==> src/rtl/mem_port_arbiter.sv <==
// mem_port_arbiter: two-requester arbiter in front of a simple dual-port RAM.
// After reset the whole RAM is swept to CLEAR_VALUE, then the read port and
// the write port are each arbitrated round-robin between requesters A and B.
module mem_port_arbiter #(
  parameter int                    DATA_WIDTH  = 14,
  parameter int                    ADDR_WIDTH  = 6,
  parameter logic [DATA_WIDTH-1:0] CLEAR_VALUE = '0
) (
  input  logic                  clk,
  input  logic                  rst_n,
  input  logic                  a_req,
  input  logic                  a_we,
  input  logic [ADDR_WIDTH-1:0] a_addr,
  input  logic [DATA_WIDTH-1:0] a_wdata,
  input  logic                  b_req,
  input  logic                  b_we,
  input  logic [ADDR_WIDTH-1:0] b_addr,
  input  logic [DATA_WIDTH-1:0] b_wdata,
  output logic                  a_gnt,
  output logic                  b_gnt,
  output logic                  a_rvalid,
  output logic                  b_rvalid,
  output logic [DATA_WIDTH-1:0] a_rdata,
  output logic [DATA_WIDTH-1:0] b_rdata,
  output logic                  init_done,
  output logic [ADDR_WIDTH-1:0] mem_rd_addr,
  input  logic [DATA_WIDTH-1:0] mem_rd_data,
  output logic                  mem_wr_en,
  output logic [ADDR_WIDTH-1:0] mem_wr_addr,
  output logic [DATA_WIDTH-1:0] mem_wr_data
);

  typedef enum logic {INIT, RUN} state_t;

  localparam logic [ADDR_WIDTH-1:0] LAST_ADDR = '1;

  state_t                  state_q;
  logic [ADDR_WIDTH-1:0]   clr_cnt_q;
  logic                    init_done_q;
  logic                    rd_pri_q;      // 0: A holds read priority, 1: B
  logic                    wr_pri_q;      // 0: A holds write priority, 1: B
  logic                    a_pend_q;      // read granted to A last cycle
  logic                    b_pend_q;
  logic                    fwd_valid_q;   // last cycle's read hit last cycle's write
  logic [DATA_WIDTH-1:0]   fwd_data_q;
  logic [DATA_WIDTH-1:0]   a_hold_q;
  logic [DATA_WIDTH-1:0]   b_hold_q;

  logic                    run_en;
  logic                    a_rd, b_rd, a_wr, b_wr;
  logic                    rd_gnt_a, rd_gnt_b, wr_gnt_a, wr_gnt_b;
  logic [ADDR_WIDTH-1:0]   rd_addr_sel;
  logic [ADDR_WIDTH-1:0]   wr_addr_sel;
  logic [DATA_WIDTH-1:0]   wr_data_sel;
  logic [DATA_WIDTH-1:0]   rd_resp;

  // Grants are only possible in RUN and never while reset is asserted.
  assign run_en = rst_n && (state_q == RUN);
  assign a_rd   = a_req & ~a_we;
  assign b_rd   = b_req & ~b_we;
  assign a_wr   = a_req & a_we;
  assign b_wr   = b_req & b_we;

  assign rd_gnt_a = run_en & a_rd & (~b_rd | ~rd_pri_q);
  assign rd_gnt_b = run_en & b_rd & ~rd_gnt_a;
  assign wr_gnt_a = run_en & a_wr & (~b_wr | ~wr_pri_q);
  assign wr_gnt_b = run_en & b_wr & ~wr_gnt_a;

  assign a_gnt = rd_gnt_a | wr_gnt_a;
  assign b_gnt = rd_gnt_b | wr_gnt_b;

  assign rd_addr_sel = rd_gnt_a ? a_addr  : b_addr;
  assign wr_addr_sel = wr_gnt_a ? a_addr  : b_addr;
  assign wr_data_sel = wr_gnt_a ? a_wdata : b_wdata;

  // RAM port drive: clear sweep in INIT, granted accesses in RUN.
  always_comb begin
    mem_rd_addr = '0;
    mem_wr_en   = 1'b0;
    mem_wr_addr = '0;
    mem_wr_data = '0;
    if (rd_gnt_a || rd_gnt_b) begin
      mem_rd_addr = rd_addr_sel;
    end
    if (rst_n && state_q == INIT) begin
      mem_wr_en   = 1'b1;
      mem_wr_addr = clr_cnt_q;
      mem_wr_data = CLEAR_VALUE;
    end else if (wr_gnt_a || wr_gnt_b) begin
      mem_wr_en   = 1'b1;
      mem_wr_addr = wr_addr_sel;
      mem_wr_data = wr_data_sel;
    end
  end

  // Read responses come straight from the RAM (or the forwarding register)
  // in the cycle after the grant; otherwise the last delivered word is held.
  assign rd_resp   = fwd_valid_q ? fwd_data_q : mem_rd_data;
  assign a_rvalid  = a_pend_q & rst_n;
  assign b_rvalid  = b_pend_q & rst_n;
  assign a_rdata   = a_rvalid ? rd_resp : a_hold_q;
  assign b_rdata   = b_rvalid ? rd_resp : b_hold_q;
  assign init_done = init_done_q;

  // Sweep FSM, round-robin priority, read pipeline and forwarding state.
  always_ff @(posedge clk) begin
    if (!rst_n) begin
      state_q     <= INIT;
      clr_cnt_q   <= '0;
      init_done_q <= 1'b0;
      rd_pri_q    <= 1'b0;
      wr_pri_q    <= 1'b0;
      a_pend_q    <= 1'b0;
      b_pend_q    <= 1'b0;
      fwd_valid_q <= 1'b0;
      fwd_data_q  <= '0;
      a_hold_q    <= '0;
      b_hold_q    <= '0;
    end else begin
      case (state_q)
        INIT: begin
          clr_cnt_q <= clr_cnt_q + 1'b1;
          if (clr_cnt_q == LAST_ADDR) begin
            state_q     <= RUN;
            init_done_q <= 1'b1;
          end
        end
        RUN: begin
          if (rd_gnt_a)      rd_pri_q <= 1'b1;
          else if (rd_gnt_b) rd_pri_q <= 1'b0;
          if (wr_gnt_a)      wr_pri_q <= 1'b1;
          else if (wr_gnt_b) wr_pri_q <= 1'b0;
        end
        default: state_q <= INIT;
      endcase
      a_pend_q    <= rd_gnt_a;
      b_pend_q    <= rd_gnt_b;
      // The RAM's read-during-write result is unknown, so a same-address
      // read/write pair is answered from here instead.
      fwd_valid_q <= (rd_gnt_a | rd_gnt_b) & (wr_gnt_a | wr_gnt_b)
                     & (rd_addr_sel == wr_addr_sel);
      fwd_data_q  <= wr_data_sel;
      if (a_pend_q) a_hold_q <= rd_resp;
      if (b_pend_q) b_hold_q <= rd_resp;
    end
  end

endmodule

==> config.mk <==
export PLATFORM = sky130hd
export DESIGN_NAME = mem_port_arbiter
export DESIGN_NICKNAME = d
export VERILOG_FILES = /design/src/rtl/mem_port_arbiter.sv
export SDC_FILE = /design/constraint.sdc
export NUM_CORES = 1
export LEC_CHECK = 0
export ABC_AREA = 1
export CAP_MARGIN = 20
export CORE_MARGIN = 3
export CORE_UTILIZATION = 46
export CTS_CLUSTER_DIAMETER = 30
export DETAILED_ROUTE_END_ITERATION = 8
export PLACE_DENSITY = 0.9
export SYNTH_ARGS = -nofsm -noshare
export SYNTH_HDL_FRONTEND = slang
export SYNTH_SLANG_ARGS = --single-unit
==> constraint.sdc <==
create_clock -name clk -period 4.4 [get_ports clk]
set_input_delay 0.88 -clock clk [delete_from_list [all_inputs] [get_ports clk]]
set_output_delay 0.88 -clock clk [all_outputs]
set_load 0.02 [all_outputs]
==> impl_metrics.yaml, run 1 <==
run_status:
  status: "complete, no violations"
global_route:
  grt_pass1_wl_um: 14100
  antenna_found_initial: 0
  grt_use_total: 0.238
  overflow: 0
  grt_pass1_vias: 3012
  grt_max_degree: 30
final_layout:
  layout_common_cells: "119 x clkdlybuf4s50_1, 103 x nand2_1, 67 x o21ai_0, 56 x inv_1, 55 x dfxtp_1"
  diodes: 0
  fin_nets: 597
  area_growth_pct: 46.6
  layout_commonest_cell: "clkdlybuf4s50_1"
  num-fill-cells: 471
  layout-drive-gt1-share: 0.0689
  utilization: 0.707
clocking:
  cts_buffers: 5
  clk_latency_ns: 0.31
  htree_num_levels: 2
  ctsHoldBuffers: 0
  cts_root_buf: "clkbuf_8"
  cts_tree: "done"
  cts.clk_slew.worst_paths_ns: 0.09
  cts_num_sinks: 55
  cts_setup_buffers: 0
  ctsResizeCount: 0
  cts_max_path_buffers: 2
die:
  row_count: 28
  fp.dieW_um: 85.2
  fp.coreArea_mm2: 0.00599
  die_area_mm2: 0.00726
  die_y_um: 85.2
  io_pins: 120
  start_util: 0.482
sta:
  finClkSkew_ns: 0.0114
  finalCritPeriodShare: 0.942
  worst_pin_slew_ns: 0.667
  max_freq_mhz: 241
  setup_viol: 0
  fin_tns_setup_ns: 0
  finalHoldViolCount: 0
  rsz0062_at_grt: "false"
  period_minus_slack_ns: 4.15
  setup_ws_ns: 0.253
  finalMaxSlewViolations: 0
  relSlewSlack: 0.555
yosys:
  syn-cell-area_mm2: 0.00289
  syn_nets: 484
  yosysSeqAreaShare: 0.381
  synth_area_per_cell_um2: 6.83
  ys_types: 23
  synth-seq-cells: 55
  synthesis.instances: 423
  ys_warn_count: 0
route:
  drc: 0
  vias_per_cell: 5.18
  num_vias: 3169
  drt_iter0_drc: 212
  drt_pass1_iterations: 7
  ant_nets: 0
  wirelength_um: 8840
  wire_per_inst_um: 14.4
pwr:
  peakVddDrop_v: 0.000204
  powerDensity_mw_per_mm2: 229
  p_leak_nw: 1.85
worst_setup_path:
  max_stage_delay_ns: 0.63
  reg2reg_from: "state_q$_SDFF_PN0_"
  cp-end-kind: "primary output"
  cp.arrival_ns: 3.27
  cp-start-kind: "input pin"
  r2r_slack_ns: 2.64
  critPathBufInv: 3
  crit_chain: "clkdlybuf4s50_1 -> nand2_2 -> nor2_4 -> nand2_4 -> nand2_1 -> inv_1 -> o21ai_0 -> clkdlybuf4s50_1"
  cp.required_ns: 3.52
  cp_slowest_cell: "clkdlybuf4s50_1"
  reg2reg_to: "fwd_valid_q$_SDFF_PN0_"
  ff2ff_path_depth: 11
  criticalPathCategory: "in -> out"
  critPathMaxFanout: 20
  crit_top_cell: "clkdlybuf4s50_1"
  crit_family: "buffers and inverters"
min_path:
  hold_class: "reg -> reg"
  hold_path_startpoint: "init_done$_SDFFE_PN0P_"
  holdPathEnd: "init_done$_SDFFE_PN0P_"
  hold_depth: 2
placed_design:
  port-buffer-count: 119
  hpwlAfterDp_um: 6740
  place.gp.congestion: 0.897
  dp_worst_setup_slack_ns: 0.297
flow_run:
  maxCapViolCount: 0
==> worst min-delay path: cells and delay by family, from the launching register on <==
| family | cells | cell delay, ns |
|---|---|---|
| and+or+nand+nor | 1 | 0.05 |
| DFF | 1 | 0.33 |
| AOI/OAI and AO/OA | 1 | 0.06 |
==> where the power goes <==
part | switching, mW | total [mW] | internal [mW]
Combinational | 0.0524 | 0.122 | 0.0700
Sequential | 0.00483 | 0.512 | 0.507
Clock | 0.163 | 0.336 | 0.172
==> Yosys cell counts <==
master	count	area (µm²)
nor2_1	40	150
mux2i_1	14	140
nand2_4	1	11.3
nor3_1	1	5.00
buf_2	2	10.0
dfxtp_1	55	1100
o22ai_1	3	18.8
nand2_1	103	387
nor2_4	1	11.3
inv_1	56	210
nand3_1	33	165
o21ai_0	67	335
nand2_2	2	12.5
buf_6	3	33.8
inv_2	1	3.75
buf_4	1	7.51
nand4_1	2	12.5
ha_1	1	12.5
nor2_2	1	6.26
a21oi_1	5	25.0
or2_2	3	18.8
mux2_2	14	158
clkbuf_1	14	52.6
==> final cells by class <==
type,instances,area [µm²],share of cell area
clock buffer,6,72.6,0.0171
clock inverter,2,38.8,0.00916
inverter,57,214,0.0505
multi-input combinational,291,1470,0.347
sequential,55,1100,0.260
tap,75,93.8,0.0222
timing repair buffer,126,1240,0.294
==> registers in the layout, indices dropped and copies added, names as in the netlist <==
signal and cells:
a_hold_q 14, a_pend_q 1, b_hold_q 14, b_pend_q 1, clr_cnt_q 6, fwd_data_q 14, fwd_valid_q 1, init_done 1
rd_pri_q 1, state_q 1, wr_pri_q 1
==> how the worst max path moves through the flow <==
stage | from | endpoint | cells past startpoint
after floorplan | rst_n | mem_wr_addr[0] | 7
after global placement | rst_n | mem_wr_addr[2] | 8
after detailed placement | rst_n | mem_wr_addr[2] | 8
after CTS | rst_n | mem_wr_addr[0] | 8
after global routing | rst_n | mem_wr_addr[0] | 8
final | rst_n | mem_wr_addr[0] | 8
==> logic make-up after synthesis <==
kind of cell    synth area share
flops                      0.381
buf+inv                    0.110
compound gates             0.131
fa+ha+maj                0.00433
simple gates               0.270
mux                        0.103
==> layer usage <==
layer / GRT usage / up-vias / wire length (µm)
met1: 0.304 / 1435 / 3770
li1: - / 1568 / -
met2: 0.414 / 152 / 4280
met3: 0.0369 / 14 / 644
met4: 0.0705 / 0 / 144
met5: 0 / - / 0
==> through the flow <==
stage,cell area [µm²],hold slack [ns],power [mW],instances
floorplan,2890,0.442,0.569,423
global placement,4120,0.444,0.641,604
detailed placement,4120,0.451,0.644,604
CTS,4230,0.471,0.970,612
global route,4230,0.498,0.999,612
finish,4230,0.466,0.970,612
(Power assumes the default switching activity.)
==> run 2: changes to the inputs <==
Settings changed: CORE_ASPECT_RATIO set to 1.75, CTS_CLUSTER_SIZE set to 8.
==> impl_metrics.yaml, run 2 (synthesis gave the netlist of run 1 again) <==
pwr:
  peakVddDrop_v: 0.000154
  powerDensity_mw_per_mm2: 229
  p_leak_nw: 1.86
die:
  fp.dieW_um: 65.9
  row_count: 37
  fp.coreArea_mm2: 0.00597
  io_pins: 120
  start_util: 0.484
  die_y_um: 111
  die_area_mm2: 0.00730
final_layout:
  largestRegisters: "a_hold_q (14), b_hold_q (14), fwd_data_q (14)"
  layout_commonest_cell: "clkdlybuf4s50_1"
  utilization: 0.712
  num-fill-cells: 469
  layout-drive-gt1-share: 0.0725
  layout_common_cells: "119 x clkdlybuf4s50_1, 103 x nand2_1, 67 x o21ai_0, 56 x inv_1, 55 x dfxtp_1"
  diodes: 0
  area_growth_pct: 47.2
  fin_nets: 598
worst_setup_path:
  criticalPathCategory: "in -> out"
  cp-end-kind: "primary output"
  ff2ff_path_depth: 11
  reg2reg_to: "fwd_valid_q$_SDFF_PN0_"
  cp-start-kind: "input pin"
  cp.arrival_ns: 3.32
  r2r_slack_ns: 2.76
  critPathMaxFanout: 20
  reg2reg_from: "state_q$_SDFF_PN0_"
  cp.required_ns: 3.52
clocking:
  cts_num_sinks: 55
  cts_tree: "done"
  ctsHoldBuffers: 0
  cts_max_path_buffers: 2
  cts_buffers: 5
  cts_setup_buffers: 0
  ctsResizeCount: 0
  clk_latency_ns: 0.30
  cts.clk_slew.worst_paths_ns: 0.09
  htree_num_levels: 2
  cts_root_buf: "clkbuf_8"
route:
  num_vias: 3111
  drc: 0
  ant_nets: 0
  drt_iter0_drc: 225
  vias_per_cell: 5.05
  wirelength_um: 8760
  wire_per_inst_um: 14.2
  drt_pass1_iterations: 4
flow_run:
  maxCapViolCount: 0
placed_design:
  port-buffer-count: 119
  place.gp.congestion: 0.886
  hpwlAfterDp_um: 6880
min_path:
  hold_depth: 2
  hold_path_startpoint: "init_done$_SDFFE_PN0P_"
  hold_class: "reg -> reg"
  holdPathEnd: "init_done$_SDFFE_PN0P_"
sta:
  setup_viol: 0
  relSlewSlack: 0.557
  finalHoldViolCount: 0
  finalCritPeriodShare: 0.954
  max_freq_mhz: 238
  rsz0062_at_grt: "false"
  fin_tns_setup_ns: 0
  worst_pin_slew_ns: 0.664
  period_minus_slack_ns: 4.20
  finClkSkew_ns: 0.00661
  finalMaxSlewViolations: 0
  fin_hold_ws_ns: 0.471
global_route:
  grt_pass1_vias: 3079
  grt_max_degree: 30
  overflow: 0
  antenna_found_initial: 0
  grt_pass1_wl_um: 14000
  grt_use_total: 0.240
run_status:
  status: "complete, no violations"
## run 2: stage by stage
stage | instance area, µm² | instances | setup slack, ns | power [mW]
5_1_grt | 4250 | 616 | 0.0646 | 1.01
3_3_place_gp | 4130 | 608 | 0.303 | 0.639
3_5_place_dp | 4130 | 608 | 0.239 | 0.642
6_report | 4250 | 616 | 0.201 | 0.973
4_1_cts | 4250 | 616 | 0.220 | 0.975
2_1_floorplan | 2890 | 423 | 1.50 | 0.569
## run 2: cell type report
type,count,area [µm²],share of cell area
multi-input combinational,291,1470,0.346
clock inverter,2,35.0,0.00824
clock buffer,6,82.6,0.0194
timing repair buffer,127,1250,0.294
inverter,57,214,0.0503
sequential,55,1100,0.259
tap,78,97.6,0.0230
## run 2: critical path, cell delays in order
cell             delay (ns)
clkdlybuf4s50_1        0.55
nand3_1                0.17
nand2_4                0.23
nand2_1                0.13
inv_1                  0.51
o21ai_0                0.25
clkdlybuf4s50_1        0.59
## run 2: how the worst max path moves through the flow
stage / slack (ns) / depth (start not counted) / startpoint / end
finish: 0.20 / 7 / b_req / mem_wr_addr[0]
global route: 0.06 / 7 / b_req / mem_wr_addr[2]
CTS: 0.22 / 7 / b_req / mem_wr_addr[0]
detailed placement: 0.24 / 7 / b_req / mem_wr_addr[0]
global placement: 0.30 / 7 / b_req / mem_wr_addr[0]
floorplan: 1.50 / 7 / rst_n / mem_wr_addr[0]
## run 2: where the power goes
| group | switching (mW) | internal, mW | leakage [nW] | total (mW) |
|---|---|---|---|---|
| Clock | 0.157 | 0.184 | 0.0612 | 0.341 |
| Combinational | 0.0506 | 0.0698 | 1.35 | 0.120 |
| Sequential | 0.00472 | 0.507 | 0.447 | 0.511 |
| Total | 0.212 | 0.761 | 1.86 | 0.973 |
## run 2: routing by layer
layer	up-vias	GRT usage	wire length, µm
met5	-	0	0
met1	1407	0.241	3210
met3	18	0.0223	364
met4	0	0.0900	229
li1	1574	-	-
met2	112	0.476	4960
==> run 3: changes to the inputs <==
Settings changed: ABC_CLOCK_PERIOD_IN_PS set to 4400.
==> results of run 3 <==
No change in the layout: final DEF, timing and power equal those of run 2.
